File: config.mk
export PLATFORM = sky130hd
export DESIGN_NAME = ysyx_24110015_lsu
export DESIGN_NICKNAME = d
export VERILOG_FILES = /design/src/rtl/ysyx_24110015_lsu.sv
export SDC_FILE = /design/constraint.sdc
export NUM_CORES = 1
export LEC_CHECK = 0
export ABC_AREA = 0
export BUFFER_PORTS_ARGS = -buffer_cell sky130_fd_sc_hd__buf_4
export CAP_MARGIN = 10
export CORE_ASPECT_RATIO = 1.75
export CORE_MARGIN = 1.5
export CORE_UTILIZATION = 46
export DETAILED_ROUTE_END_ITERATION = 7
export PLACE_DENSITY = 0.82
export SYNTH_ARGS = -nofsm -noshare
export SYNTH_HDL_FRONTEND = slang
export SYNTH_SLANG_ARGS = --single-unit
File: constraint.sdc
create_clock -name clk -period 2.35 [get_ports clk]
set_clock_uncertainty 0.05 [all_clocks]
set_input_delay 0.47 -clock clk [delete_from_list [all_inputs] [get_ports clk]]
set_output_delay 0.47 -clock clk [all_outputs]
set_load 0.1 [all_outputs]
File: src/rtl/ysyx_24110015_lsu.sv
// Load/store unit: one outstanding bus access per request, with
// byte-lane stores, extended loads and error/timeout completion.
module ysyx_24110015_lsu #(
    parameter int TIMEOUT = 255
) (
    input  logic        clk,
    input  logic        rst,
    input  logic        req_valid,
    output logic        req_ready,
    input  logic        req_ren,
    input  logic        req_wen,
    input  logic [2:0]  req_op,
    input  logic [31:0] req_addr,
    input  logic [31:0] req_wdata,
    output logic        mem_req_valid,
    input  logic        mem_req_ready,
    output logic        mem_req_wen,
    output logic [31:0] mem_req_addr,
    output logic [31:0] mem_req_wdata,
    output logic [3:0]  mem_req_wmask,
    input  logic        mem_rsp_valid,
    output logic        mem_rsp_ready,
    input  logic [31:0] mem_rsp_rdata,
    input  logic        mem_rsp_err,
    output logic        rsp_valid,
    input  logic        rsp_ready,
    output logic [31:0] rsp_rdata,
    output logic        rsp_err
);
    typedef enum logic [1:0] {IDLE, REQ, WAIT, DONE} state_e;

    localparam logic [15:0] TO_LAST = 16'(TIMEOUT - 1);

    state_e      state_q, state_d;
    logic        wen_q, wen_d;
    logic [2:0]  op_q, op_d;
    logic [31:0] addr_q, addr_d;
    logic [31:0] wdata_q, wdata_d;
    logic [3:0]  wmask_q, wmask_d;
    logic [31:0] rdata_q, rdata_d;
    logic        err_q, err_d;
    logic [15:0] cnt_q, cnt_d;

    logic [1:0]  sh_in;
    logic [31:0] lane_wdata;
    logic [3:0]  lane_mask;
    logic        op_ok;
    logic        misal;
    logic [31:0] rsp_word;
    logic [31:0] ext_data;

    assign sh_in = req_addr[1:0];

    always_comb begin
        lane_wdata = req_wdata;
        lane_mask  = 4'b1111;
        op_ok      = 1'b1;
        misal      = 1'b0;
        unique case (req_op)
            3'b000, 3'b100: begin
                lane_wdata = {4{req_wdata[7:0]}};
                lane_mask  = 4'b0001 << sh_in;
            end
            3'b001, 3'b101: begin
                lane_wdata = {2{req_wdata[15:0]}};
                lane_mask  = 4'b0011 << sh_in;
                misal      = sh_in[0];
            end
            3'b010: misal = |sh_in;
            default: op_ok = 1'b0;
        endcase
    end

    assign rsp_word = mem_rsp_rdata >> {addr_q[1:0], 3'b000};

    always_comb begin
        ext_data = rsp_word;
        unique case (op_q)
            3'b000: ext_data = {{24{rsp_word[7]}}, rsp_word[7:0]};
            3'b100: ext_data = {24'd0, rsp_word[7:0]};
            3'b001: ext_data = {{16{rsp_word[15]}}, rsp_word[15:0]};
            3'b101: ext_data = {16'd0, rsp_word[15:0]};
            default: ext_data = rsp_word;
        endcase
    end

    always_comb begin
        state_d = state_q;
        wen_d   = wen_q;
        op_d    = op_q;
        addr_d  = addr_q;
        wdata_d = wdata_q;
        wmask_d = wmask_q;
        rdata_d = rdata_q;
        err_d   = err_q;
        cnt_d   = cnt_q;
        unique case (state_q)
            IDLE: begin
                if (req_valid) begin
                    wen_d   = req_wen;
                    op_d    = req_op;
                    addr_d  = req_addr;
                    wdata_d = lane_wdata;
                    wmask_d = req_wen ? lane_mask : 4'b0000;
                    rdata_d = '0;
                    err_d   = 1'b0;
                    if (!op_ok || misal || (req_ren == req_wen)) begin
                        err_d   = 1'b1;
                        state_d = DONE;
                    end else begin
                        state_d = REQ;
                    end
                end
            end
            REQ: begin
                if (mem_req_ready) begin
                    cnt_d   = '0;
                    state_d = WAIT;
                end
            end
            WAIT: begin
                if (mem_rsp_valid) begin
                    err_d   = mem_rsp_err;
                    rdata_d = (wen_q || mem_rsp_err) ? '0 : ext_data;
                    state_d = DONE;
                end else if (cnt_q == TO_LAST) begin
                    err_d   = 1'b1;
                    rdata_d = '0;
                    state_d = DONE;
                end else begin
                    cnt_d = cnt_q + 16'd1;
                end
            end
            DONE: begin
                if (rsp_ready) state_d = IDLE;
            end
            default: state_d = IDLE;
        endcase
    end

    always_ff @(posedge clk or negedge rst) begin
        if (!rst) begin
            state_q <= IDLE;
            wen_q   <= 1'b0;
            op_q    <= '0;
            addr_q  <= '0;
            wdata_q <= '0;
            wmask_q <= '0;
            rdata_q <= '0;
            err_q   <= 1'b0;
            cnt_q   <= '0;
        end else begin
            state_q <= state_d;
            wen_q   <= wen_d;
            op_q    <= op_d;
            addr_q  <= addr_d;
            wdata_q <= wdata_d;
            wmask_q <= wmask_d;
            rdata_q <= rdata_d;
            err_q   <= err_d;
            cnt_q   <= cnt_d;
        end
    end

    // Bus fields are only driven while the request is on the bus.
    assign req_ready     = (state_q == IDLE);
    assign mem_req_valid = (state_q == REQ);
    assign mem_req_wen   = mem_req_valid & wen_q;
    assign mem_req_addr  = mem_req_valid ? {addr_q[31:2], 2'b00} : '0;
    assign mem_req_wdata = mem_req_valid ? wdata_q : '0;
    assign mem_req_wmask = mem_req_valid ? wmask_q : '0;
    assign mem_rsp_ready = (state_q == WAIT);
    assign rsp_valid     = (state_q == DONE);
    assign rsp_rdata     = rdata_q;
    assign rsp_err       = err_q;
endmodule

==> results.sh, run 1 <==
export IMPL_filler_cells=1027
export IMPL_grt_antenna_before_repair=0
export IMPL_outcome="finished clean"
export IMPL_global_route_wire_length_before_repair_um=29100
export IMPL_timing_critical_path_from_type="flop"
export IMPL_post_synth_num_cell_types=56
export IMPL_synth_top_cells_by_area="sky130_fd_sc_hd__dfrtp_1 48%, sky130_fd_sc_hd__mux2_2 8.8%, sky130_fd_sc_hd__and2_1 6.7%"
export IMPL_timing_fmax_mhz=446
export IMPL_critPathMostFrequentCell="sky130_fd_sc_hd__buf_4"
export IMPL_drc_violation_count_after_routing=0
export IMPL_num_rows=57
export IMPL_place_gp_congestion=0.858
export IMPL_drt_pre_antenna_iters=5
export IMPL_ys_warnings_count=0
export IMPL_max_h_tree_level=4
export IMPL_clock_group_share_of_total_power=0.158
export IMPL_postSynth_topFlopCell="sky130_fd_sc_hd__dfrtp_1"
export IMPL_final_cell_mix="160 x sky130_fd_sc_hd__buf_4, 122 x sky130_fd_sc_hd__dfrtp_1, 67 x sky130_fd_sc_hd__and2_2"
export IMPL_synth_top_area_frac=0.479
export IMPL_fin_total_pwr_uw=15700
export IMPL_grt_util_all_layers=0.252
export IMPL_die_outline_area_um2=14700
export IMPL_intPower_uw=7440
export IMPL_leading_cell_type_in_the_layout_fill_and_taps_excluded="sky130_fd_sc_hd__buf_4"
export IMPL_worst_ep_required_time_ns=1.83
export IMPL_timing_worst_setup_path_type="reg -> out"
export IMPL_chipHeight_um=159
export IMPL_crit_fanout=19
export IMPL_antenna_cells=0
export IMPL_synthesis_area_um2=6420
export IMPL_placedCellCount=976
export IMPL_syn_to_layout_area_delta_pct=47.6
export IMPL_power_sequential_fraction=0.233
export IMPL_powerDensity_nw_per_um2=1660
export IMPL_ioPinCount=214
export IMPL_maximum_number_of_pins_on_one_net_before_global_route_repair=100
export IMPL_cellLeakagePower_uw=0.00446
export IMPL_ys_seq_elements=123
export IMPL_number_of_synthesized_flops_with_an_enable_pin=0
export IMPL_postSynth_asyncResetShare=1.00
export IMPL_grt_setup_unrepaired="false"
export IMPL_initialDrtViolationCount=210
export IMPL_routed_wl_um=18000
export IMPL_vias_per_cell=5.65
export IMPL_final_max_slew_violation_count=0
export IMPL_clkSinkCount=123
export IMPL_port_buffer_count=211
export IMPL_yosysSeqAreaShare=0.479
export IMPL_transition_time_at_the_pin_with_the_least_slew_margin_ns=0.535
export IMPL_floorplan_die_width_um=92.3
export IMPL_final_setup_viol_count=0
export IMPL_final_core_util=0.688
export IMPL_cts_tree="built"
export IMPL_slew_headroom=0.643
export IMPL_finalHoldViolations=0
export IMPL_worst_setup_path_end_kind="output pin"
export IMPL_starting_density_of_the_core=0.466
export IMPL_grt_ovfl_total=0
export IMPL_critPathSlowestCell="sky130_fd_sc_hd__dfrtp_2"
export IMPL_postCtsSetupRepairBufs=0
export IMPL_switching_share=0.525
export IMPL_max_cap_viol_count=0
export IMPL_period_utilization=0.955
export IMPL_cts_root_buf="sky130_fd_sc_hd__clkbuf_16"
export IMPL_syn_avg_cell_area_um2=10.6
export IMPL_post_synth_inst_count=606
export IMPL_instances_no_fill=1008
export IMPL_final_min_clock_period_ns=2.24
export IMPL_timing_hold_worst_class="in -> reg"
export IMPL_netlist_top_cell_by_area="sky130_fd_sc_hd__dfrtp_1"
export IMPL_switching_power_uw=8240
export IMPL_arrival_ns=1.72
export IMPL_irDropWorstVdd_v=0.00115
export IMPL_num_cts_buffers=17
export IMPL_combPwrFrac=0.610
export IMPL_cp_cell_sequence="inv_1 -> ha_4 -> buf_4 -> buf_4"
export IMPL_worst_setup_hold_path_clk_slew_ns=0.06
export IMPL_routed_wire_length_per_instance_um=17.9
export IMPL_worst_path_largest_cell_delay_ns=0.45
export IMPL_setup_tns_final_ns=0
export IMPL_detailedPlacementHpwl_um=12700
export IMPL_cts_path_max_buffers=2
export IMPL_fp_coreArea_um2=13800
export IMPL_post_drt_antenna_nets=0
export IMPL_via_count_of_the_first_global_routing_pass=5727
export IMPL_via_count=5696
export IMPL_layout_drive_gt1_share=0.479
export IMPL_final_hold_worst_slack_ns=0.236
export IMPL_nets=933
export IMPL_worstSkewPairLatency_ns=0.41
flip-flops by register name, indices dropped and copies added, names as in the netlist:
name / cells
wen_q: 1
state_q: 2
cnt_q: 16
wdata_q: 32
rsp_rdata: 32
op_q: 3
addr_q: 32
rsp_err: 1
wmask_q: 4
final timing paths:
path	slack, ns	end	cells past startpoint	start
worst max-delay path	0.11	mem_rsp_ready	4	state_q[0]
max in group asynchronous	1.05	state_q[0]	3	rst
min in group asynchronous	0.53	cnt_q[3]	2	rst
worst min register to register	0.42	wdata_q[31]	2	wdata_q[31]
worst max register to register	0.19	rsp_rdata[17]	7	state_q[0]
worst min-delay path	0.24	addr_q[15]	2	req_addr[15]
power by group through the flow:
stage / Combinational [uW] / Clock (uW) / Sequential [uW]
global placement: 8840 / 0 / 3610
floorplan: 5280 / 0 / 5300
detailed placement: 8920 / 0 / 3650
CTS: 9540 / 2530 / 3630
global route: 9980 / 2610 / 3770
finish: 9560 / 2470 / 3650
through the flow:
stage               cell area (um2)  setup slack [ns]
floorplan                      6530            -0.204
detailed placement             8360             0.185
finish                         9470             0.106
global placement               8360             0.250
CTS                            9450          -0.00962
global route                   9470            0.0301
per-layer routing:
| metal | wire, um | vias up | GRT usage | share of wire |
|---|---|---|---|---|
| met4 | 660 | 0 | 0.112 | 0.037 |
| li1 | - | 2607 | - | - |
| met2 | 9630 | 213 | 0.434 | 0.54 |
| met5 | 0 | - | 0 | 0 |
| met3 | 1030 | 43 | 0.0645 | 0.057 |
| met1 | 6680 | 2833 | 0.288 | 0.37 |
area by class of cell:
type | count | area (um2) | area share
Clock buffer | 18 | 439 | 0.0464
Clock inverter | 13 | 120 | 0.0127
Inverter | 10 | 37.5 | 0.00396
Multi-Input combinational cell | 433 | 3250 | 0.343
Sequential cell | 123 | 3080 | 0.325
Tap cell | 177 | 221 | 0.0234
Timing Repair Buffer | 234 | 2320 | 0.245
cells in the mapped netlist, types with 3 or more instances:
cell and number:
sky130_fd_sc_hd__dfrtp_1 123, sky130_fd_sc_hd__or4_1 7, sky130_fd_sc_hd__a221o_1 17, sky130_fd_sc_hd__nand4_1 5
sky130_fd_sc_hd__mux2i_1 43, sky130_fd_sc_hd__buf_1 5, sky130_fd_sc_hd__nand2_1 48, sky130_fd_sc_hd__and3_1 4
sky130_fd_sc_hd__o211ai_1 4, sky130_fd_sc_hd__nor2_1 21, sky130_fd_sc_hd__a21oi_1 34, sky130_fd_sc_hd__inv_1 9
sky130_fd_sc_hd__o31ai_1 8, sky130_fd_sc_hd__nand2b_1 10, sky130_fd_sc_hd__o2bb2ai_1 7, sky130_fd_sc_hd__and2_1 69
sky130_fd_sc_hd__ha_1 6, sky130_fd_sc_hd__and4_1 3, sky130_fd_sc_hd__mux2_2 50, sky130_fd_sc_hd__nor3_1 4
sky130_fd_sc_hd__a22o_1 9, sky130_fd_sc_hd__o21ai_0 41, sky130_fd_sc_hd__o311ai_1 4, sky130_fd_sc_hd__clkbuf_1 25
sky130_fd_sc_hd__buf_2 7, sky130_fd_sc_hd__nand3_1 8
logic make-up (layout without fill, tap and decap cells):
kind of cell / count (synthesis) / after routing / share of synthesized area
other cells: 1 / 2 / 0.000584
fa+ha+maj: 6 / 6 / 0.0117
compound gates: 138 / 138 / 0.149
xor+xnor: 1 / 1 / 0.00136
simple gates: 191 / 191 / 0.163
flops: 123 / 123 / 0.479
mux: 95 / 95 / 0.160
buf+inv: 51 / 275 / 0.0347
worst max-delay path, delay by kind of cell (launching register included):
kind	cells	cell delay, ns
buffers and inverters	3	0.70
adders and majority gates	1	0.16
DFF	1	0.45
what timing repair did:
item / CTS / global route
endpoints found under the hold margin: 3 / 0
setup endpoints to repair: 68 / 68
resized for setup: 137 / 6
hold buffers: 1 / 0
Power figures use the tool's default switching activity.
==> run 2: changes to the inputs <==
Settings changed: CORE_UTILIZATION 46 to 47, CTS_BUF_LIST from default to sky130_fd_sc_hd__clkbuf_4 sky130_fd_sc_hd__clkbuf_8, PLACE_DENSITY 0.82 to 0.83.
==> run 2 against run 1 <==
Against the previous run: via count increased by 1.2%; clock power decreased by 26%; critical path depth increased by 1; final cell count decreased by 0.30%; sequential power about the same.
==> results.sh, run 2 (synthesized netlist as in run 1, its figures left out) <==
export IMPL_worst_setup_hold_path_clk_slew_ns=0.07
export IMPL_die_outline_area_um2=14400
export IMPL_floorplan_die_width_um=91.3
export IMPL_via_count=5767
export IMPL_worst_path_largest_cell_delay_ns=0.40
export IMPL_initialDrtViolationCount=290
export IMPL_grt_ovfl_total=0
export IMPL_final_cell_mix="161 x sky130_fd_sc_hd__buf_4, 122 x sky130_fd_sc_hd__dfrtp_1, 67 x sky130_fd_sc_hd__and2_2"
export IMPL_antenna_cells=0
export IMPL_worstSkewPairLatency_ns=0.44
export IMPL_maximum_number_of_pins_on_one_net_before_global_route_repair=100
export IMPL_timing_hold_worst_class="in -> reg"
export IMPL_arrival_ns=1.77
export IMPL_via_count_of_the_first_global_routing_pass=6192
export IMPL_worst_r2r_cell_count=7
export IMPL_num_rows=56
export IMPL_cts_path_max_buffers=2
export IMPL_layout_drive_gt1_share=0.479
export IMPL_grt_util_all_layers=0.272
export IMPL_syn_to_layout_area_delta_pct=45.8
export IMPL_period_utilization=0.972
export IMPL_port_buffer_count=211
export IMPL_grt_setup_unrepaired="false"
export IMPL_worstHoldEndpoint="addr_q[5]"
export IMPL_placed_area_um2=8390
export IMPL_global_route_wire_length_before_repair_um=30600
export IMPL_layout_cell_area_non_filler_um2=9360
export IMPL_cts_root_buf="sky130_fd_sc_hd__clkbuf_8"
export IMPL_cp_cell_sequence="inv_2 -> ha_4 -> buf_12 -> and2_2 -> buf_6"
export IMPL_routed_wire_length_per_instance_um=19.2
export IMPL_filler_cells=929
export IMPL_post_drt_antenna_nets=0
export IMPL_reg2reg_slack_ns=0.07
export IMPL_instances_no_fill=1005
export IMPL_num_cts_buffers=17
export IMPL_clkSinkCount=123
export IMPL_max_h_tree_level=4
export IMPL_timing_fmax_mhz=438
export IMPL_ioPinCount=214
export IMPL_drt_pre_antenna_iters=5
export IMPL_timing_critical_path_from_type="flop"
export IMPL_critPathTopFamily="buffers and inverters"
export IMPL_endpoint_of_the_worst_register_to_register_path="rsp_rdata[26]"
export IMPL_final_setup_viol_count=0
export IMPL_finalHoldViolations=0
export IMPL_starting_density_of_the_core=0.480
export IMPL_nets=935
export IMPL_max_cap_viol_count=0
export IMPL_crit_fanout=34
export IMPL_timing_worst_setup_path_type="reg -> out"
export IMPL_critPathSlowestCell="sky130_fd_sc_hd__dfrtp_1"
export IMPL_leading_cell_type_in_the_layout_fill_and_taps_excluded="sky130_fd_sc_hd__buf_4"
export IMPL_worst_r2r_startpoint="state_q[0]"
export IMPL_place_gp_congestion=0.890
export IMPL_worst_setup_path_end_kind="output pin"
export IMPL_final_max_slew_violation_count=0
export IMPL_powerDensity_nw_per_um2=1630
export IMPL_hold_start="req_addr[5]"
export IMPL_fp_coreArea_um2=13400
export IMPL_vias_per_cell=5.74
export IMPL_hold_depth=2
export IMPL_outcome="finished clean"
export IMPL_cts_tree="built"
export IMPL_irDropWorstVdd_v=0.00129
export IMPL_routed_wl_um=19300
export IMPL_detailedPlacementHpwl_um=13800
export IMPL_final_min_clock_period_ns=2.29
export IMPL_crit_buf_inv=3
export IMPL_chipHeight_um=158
export IMPL_placedCellCount=973
export IMPL_grt_antenna_before_repair=0
export IMPL_worst_ep_required_time_ns=1.83
export IMPL_drc_violation_count_after_routing=0
export IMPL_final_hold_worst_slack_ns=0.217
export IMPL_cellLeakagePower_uw=0.00440
==> run 2: timing repair <==
action                     in CTS  in global routing
pin swaps                       0                  0
hold endpoints to repair       15                  0
setup buffers                   1                  0
hold buffers                    1                  0
setup endpoints to repair      68                 49
resized for setup             136                  2
cloned                          1                  0
==> run 2: worst max-delay path by stage <==
stage / startpoint / endpoint / cells past startpoint
after floorplan: state_q[0] / rsp_rdata[16] / 8
after global placement: state_q[0] / rsp_rdata[21] / 7
after detailed placement: state_q[0] / rsp_rdata[26] / 7
after CTS: state_q[1] / mem_req_addr[24] / 5
after global routing: state_q[0] / rsp_rdata[26] / 7
final: state_q[1] / mem_req_wdata[13] / 5
==> run 2: layer usage <==
layer | up-vias | wire length (um) | GRT usage
li1 | 2615 | - | -
met1 | 2805 | 7040 | 0.296
met4 | 0 | 766 | 0.133
met2 | 288 | 10200 | 0.485
met3 | 59 | 1310 | 0.0735
met5 | - | 0 | 0
==> run 2: report_power, final <==
group / switching, uW / total [uW] / internal, uW
clock: 827 / 1830 / 998
combinational: 6750 / 9800 / 3050
sequential: 627 / 3670 / 3040
==> run 2: stage by stage <==
stage           util  total power, uW  TNS (ns)  worst slack, ns
2_1_floorplan      -            10600     -8.57           -0.204
3_3_place_gp   0.627            12400         0            0.178
3_5_place_dp   0.627            12700         0           0.0515
4_1_cts        0.700            15300         0           0.0127
5_1_grt        0.699            15900         0          0.00692
6_report       0.699            15300         0           0.0648
==> run 2: final cells by class <==
cell class / instances / area, um2 / share of cell area
multi-input combinational: 433 / 3250 / 0.347
sequential: 123 / 3080 / 0.329
timing repair buffer: 236 / 2400 / 0.257
clock buffer: 21 / 277 / 0.0295
tap: 174 / 218 / 0.0233
clock inverter: 8 / 96.3 / 0.0103
inverter: 10 / 37.5 / 0.00401
==> run 3: changes to the inputs <==
Clock period 2.35 ns to 2.1 ns, I/O delays scaled along.
==> run 3 against run 2 <==
Against the previous run: the flow now finishes with violations (negative setup slack); die area stayed put; hold slack lost 0.050 ns; sequential share of layout area decreased by 2.8 points; design area rose by 9.4%; count of clock-buffer cells in the layout down 4; wire length is 12% higher; clock power up 19%; final cell count up 3.2%.
==> results.sh, run 3 (synthesized netlist as in run 1, its figures left out) <==
export IMPL_grt_antenna_before_repair=0
export IMPL_cellLeakagePower_uw=0.00474
export IMPL_cts_root_buf="sky130_fd_sc_hd__clkbuf_8"
export IMPL_timing_fmax_mhz=445
export IMPL_leading_cell_type_in_the_layout_fill_and_taps_excluded="sky130_fd_sc_hd__buf_4"
export IMPL_chipHeight_um=158
export IMPL_cts_tree="built"
export IMPL_final_cell_mix="173 x sky130_fd_sc_hd__buf_4, 123 x sky130_fd_sc_hd__dfrtp_1, 77 x sky130_fd_sc_hd__buf_12"
export IMPL_initialDrtViolationCount=391
export IMPL_timing_critical_path_from_type="flop"
export IMPL_maximum_number_of_pins_on_one_net_before_global_route_repair=100
export IMPL_finalHoldViolations=0
export IMPL_drt_pre_antenna_iters=5
export IMPL_final_hold_worst_slack_ns=0.167
export IMPL_setup_tns_final_ns=-8.01
export IMPL_switching_power_uw=9800
export IMPL_detailedPlacementHpwl_um=14100
export IMPL_routed_wl_um=21600
export IMPL_outcome="finished with violations"
export IMPL_vias_per_cell=5.78
export IMPL_global_route_wire_length_before_repair_um=31700
export IMPL_fp_coreArea_um2=13400
export IMPL_drc_violation_count_after_routing=0
export IMPL_crit_buf_inv=4
export IMPL_nets=965
export IMPL_cts_path_max_buffers=2
export IMPL_critPathTopFamily="buffers and inverters"
export IMPL_num_rows=56
export IMPL_layout_drive_gt1_share=0.499
export IMPL_layout_cell_area_non_filler_um2=10200
export IMPL_worst_setup_hold_path_clk_slew_ns=0.08
export IMPL_ioPinCount=214
export IMPL_post_drt_antenna_nets=0
export IMPL_worst_path_largest_cell_delay_ns=0.42
export IMPL_final_setup_viol_count=84
export IMPL_die_outline_area_um2=14400
export IMPL_intPower_uw=9170
export IMPL_period_utilization=1.07
export IMPL_power_sequential_fraction=0.218
export IMPL_final_max_slew_violation_count=0
export IMPL_critPathMostFrequentCell="sky130_fd_sc_hd__buf_12"
export IMPL_antenna_cells=0
export IMPL_max_cap_viol_count=0
export IMPL_via_count_of_the_first_global_routing_pass=6188
export IMPL_worst_setup_path_end_kind="output pin"
export IMPL_timing_hold_worst_class="in -> reg"
export IMPL_routed_wire_length_per_instance_um=20.8
export IMPL_timing_worst_setup_path_type="reg -> out"
export IMPL_final_min_clock_period_ns=2.25
export IMPL_worst_ep_required_time_ns=1.63
export IMPL_worstSkewPairLatency_ns=0.43
export IMPL_placed_area_um2=8560
export IMPL_switching_share=0.517
export IMPL_clock_group_share_of_total_power=0.115
export IMPL_arrival_ns=1.78
export IMPL_critPathSlowestCell="sky130_fd_sc_hd__dfrtp_1"
export IMPL_powerDensity_nw_per_um2=1850
export IMPL_crit_fanout=5
export IMPL_syn_to_layout_area_delta_pct=59.4
export IMPL_max_h_tree_level=4
export IMPL_grt_setup_unrepaired="true"
export IMPL_num_cts_buffers=17
export IMPL_failing_checks="negative setup slack"
export IMPL_postLayoutSetupSlackWorst_ns=-0.146
export IMPL_grt_ovfl_total=0
export IMPL_port_buffer_count=211
export IMPL_floorplan_die_width_um=91.3
export IMPL_grt_util_all_layers=0.284
export IMPL_combPwrFrac=0.667
export IMPL_place_gp_congestion=0.898
export IMPL_via_count=5990
export IMPL_irDropWorstVdd_v=0.00145
export IMPL_clkSinkCount=123
export IMPL_cp_cell_sequence="buf_6 -> ha_4 -> buf_12 -> buf_16 -> and2_4 -> buf_12"
export IMPL_starting_density_of_the_core=0.480
## run 3: changes by cell type in the layout (fill, tap and decap cells not counted), moves of 2 or more
cell and delta:
sky130_fd_sc_hd__buf_6 -30, sky130_fd_sc_hd__clkinv_2 -2, sky130_fd_sc_hd__clkbuf_4 -2, sky130_fd_sc_hd__buf_12 +39
sky130_fd_sc_hd__inv_4 +2, sky130_fd_sc_hd__and2_2 -67, sky130_fd_sc_hd__clkbuf_8 -2, sky130_fd_sc_hd__and2_4 +67
sky130_fd_sc_hd__buf_4 +12, sky130_fd_sc_hd__clkinv_4 +2, sky130_fd_sc_hd__clkbuf_16 +6, sky130_fd_sc_hd__clkinvlp_4 +4
sky130_fd_sc_hd__buf_8 +3
## run 3: repair_timing
| action | CTS | global route |
|---|---|---|
| setup endpoints to repair | 69 | 92 |
| buffers inserted | 3 | 8 |
| cloned | 1 | 8 |
| hold endpoints to repair | 13 | 0 |
| gates resized for setup | 220 | 42 |
| pin swaps | 4 | 9 |
| hold buffers | 1 | 0 |
## run 3: final timing paths
path,start,end,slack [ns],cells after the start
worst max-delay path,state_q[0],mem_req_wen,-0.15,6
worst min-delay path,req_addr[28],addr_q[28],0.17,2
worst max register to register,state_q[0],rsp_rdata[28],-0.03,8
worst min register to register,wdata_q[27],wdata_q[27],0.43,2
max in group asynchronous,rst,wdata_q[23],1.05,3
min in group asynchronous,rst,rsp_rdata[24],0.33,2
## run 3: cell type report
class | instances | area, um2
multi-input combinational | 433 | 3360
fill | 799 | 3150
timing repair buffer | 266 | 3130
sequential | 123 | 3080
clock buffer | 17 | 234
tap | 174 | 218
clock inverter | 14 | 173
inverter | 10 | 42.5
## run 3: per-layer routing
metal	routed length [um]	share of wire	vias up	global-route usage
li1	-	-	2675	-
met5	0	0	-	0
met3	1230	0.057	71	0.0605
met1	7440	0.34	2936	0.295
met2	11600	0.54	308	0.518
met4	1300	0.060	0	0.176
## run 3: power groups by stage
| stage | Sequential (uW) | Clock, uW | Combinational (uW) |
|---|---|---|---|
| 2_1_floorplan | 5970 | 0 | 6110 |
| 3_3_place_gp | 4020 | 0 | 10300 |
| 3_5_place_dp | 4110 | 0 | 10500 |
| 4_1_cts | 4060 | 2200 | 11900 |
| 5_1_grt | 4250 | 2300 | 13100 |
| 6_report | 4130 | 2180 | 12700 |
## run 3: metrics by stage
stage	setup slack, ns	std cells	utilization	power (uW)
6_report	-0.146	1037	0.765	19000
5_1_grt	-0.165	1037	0.765	19700
4_1_cts	-0.109	1021	0.741	18100
3_5_place_dp	0.0401	985	0.640	14600
3_3_place_gp	0.130	985	0.640	14300
2_1_floorplan	-0.176	607	-	12100
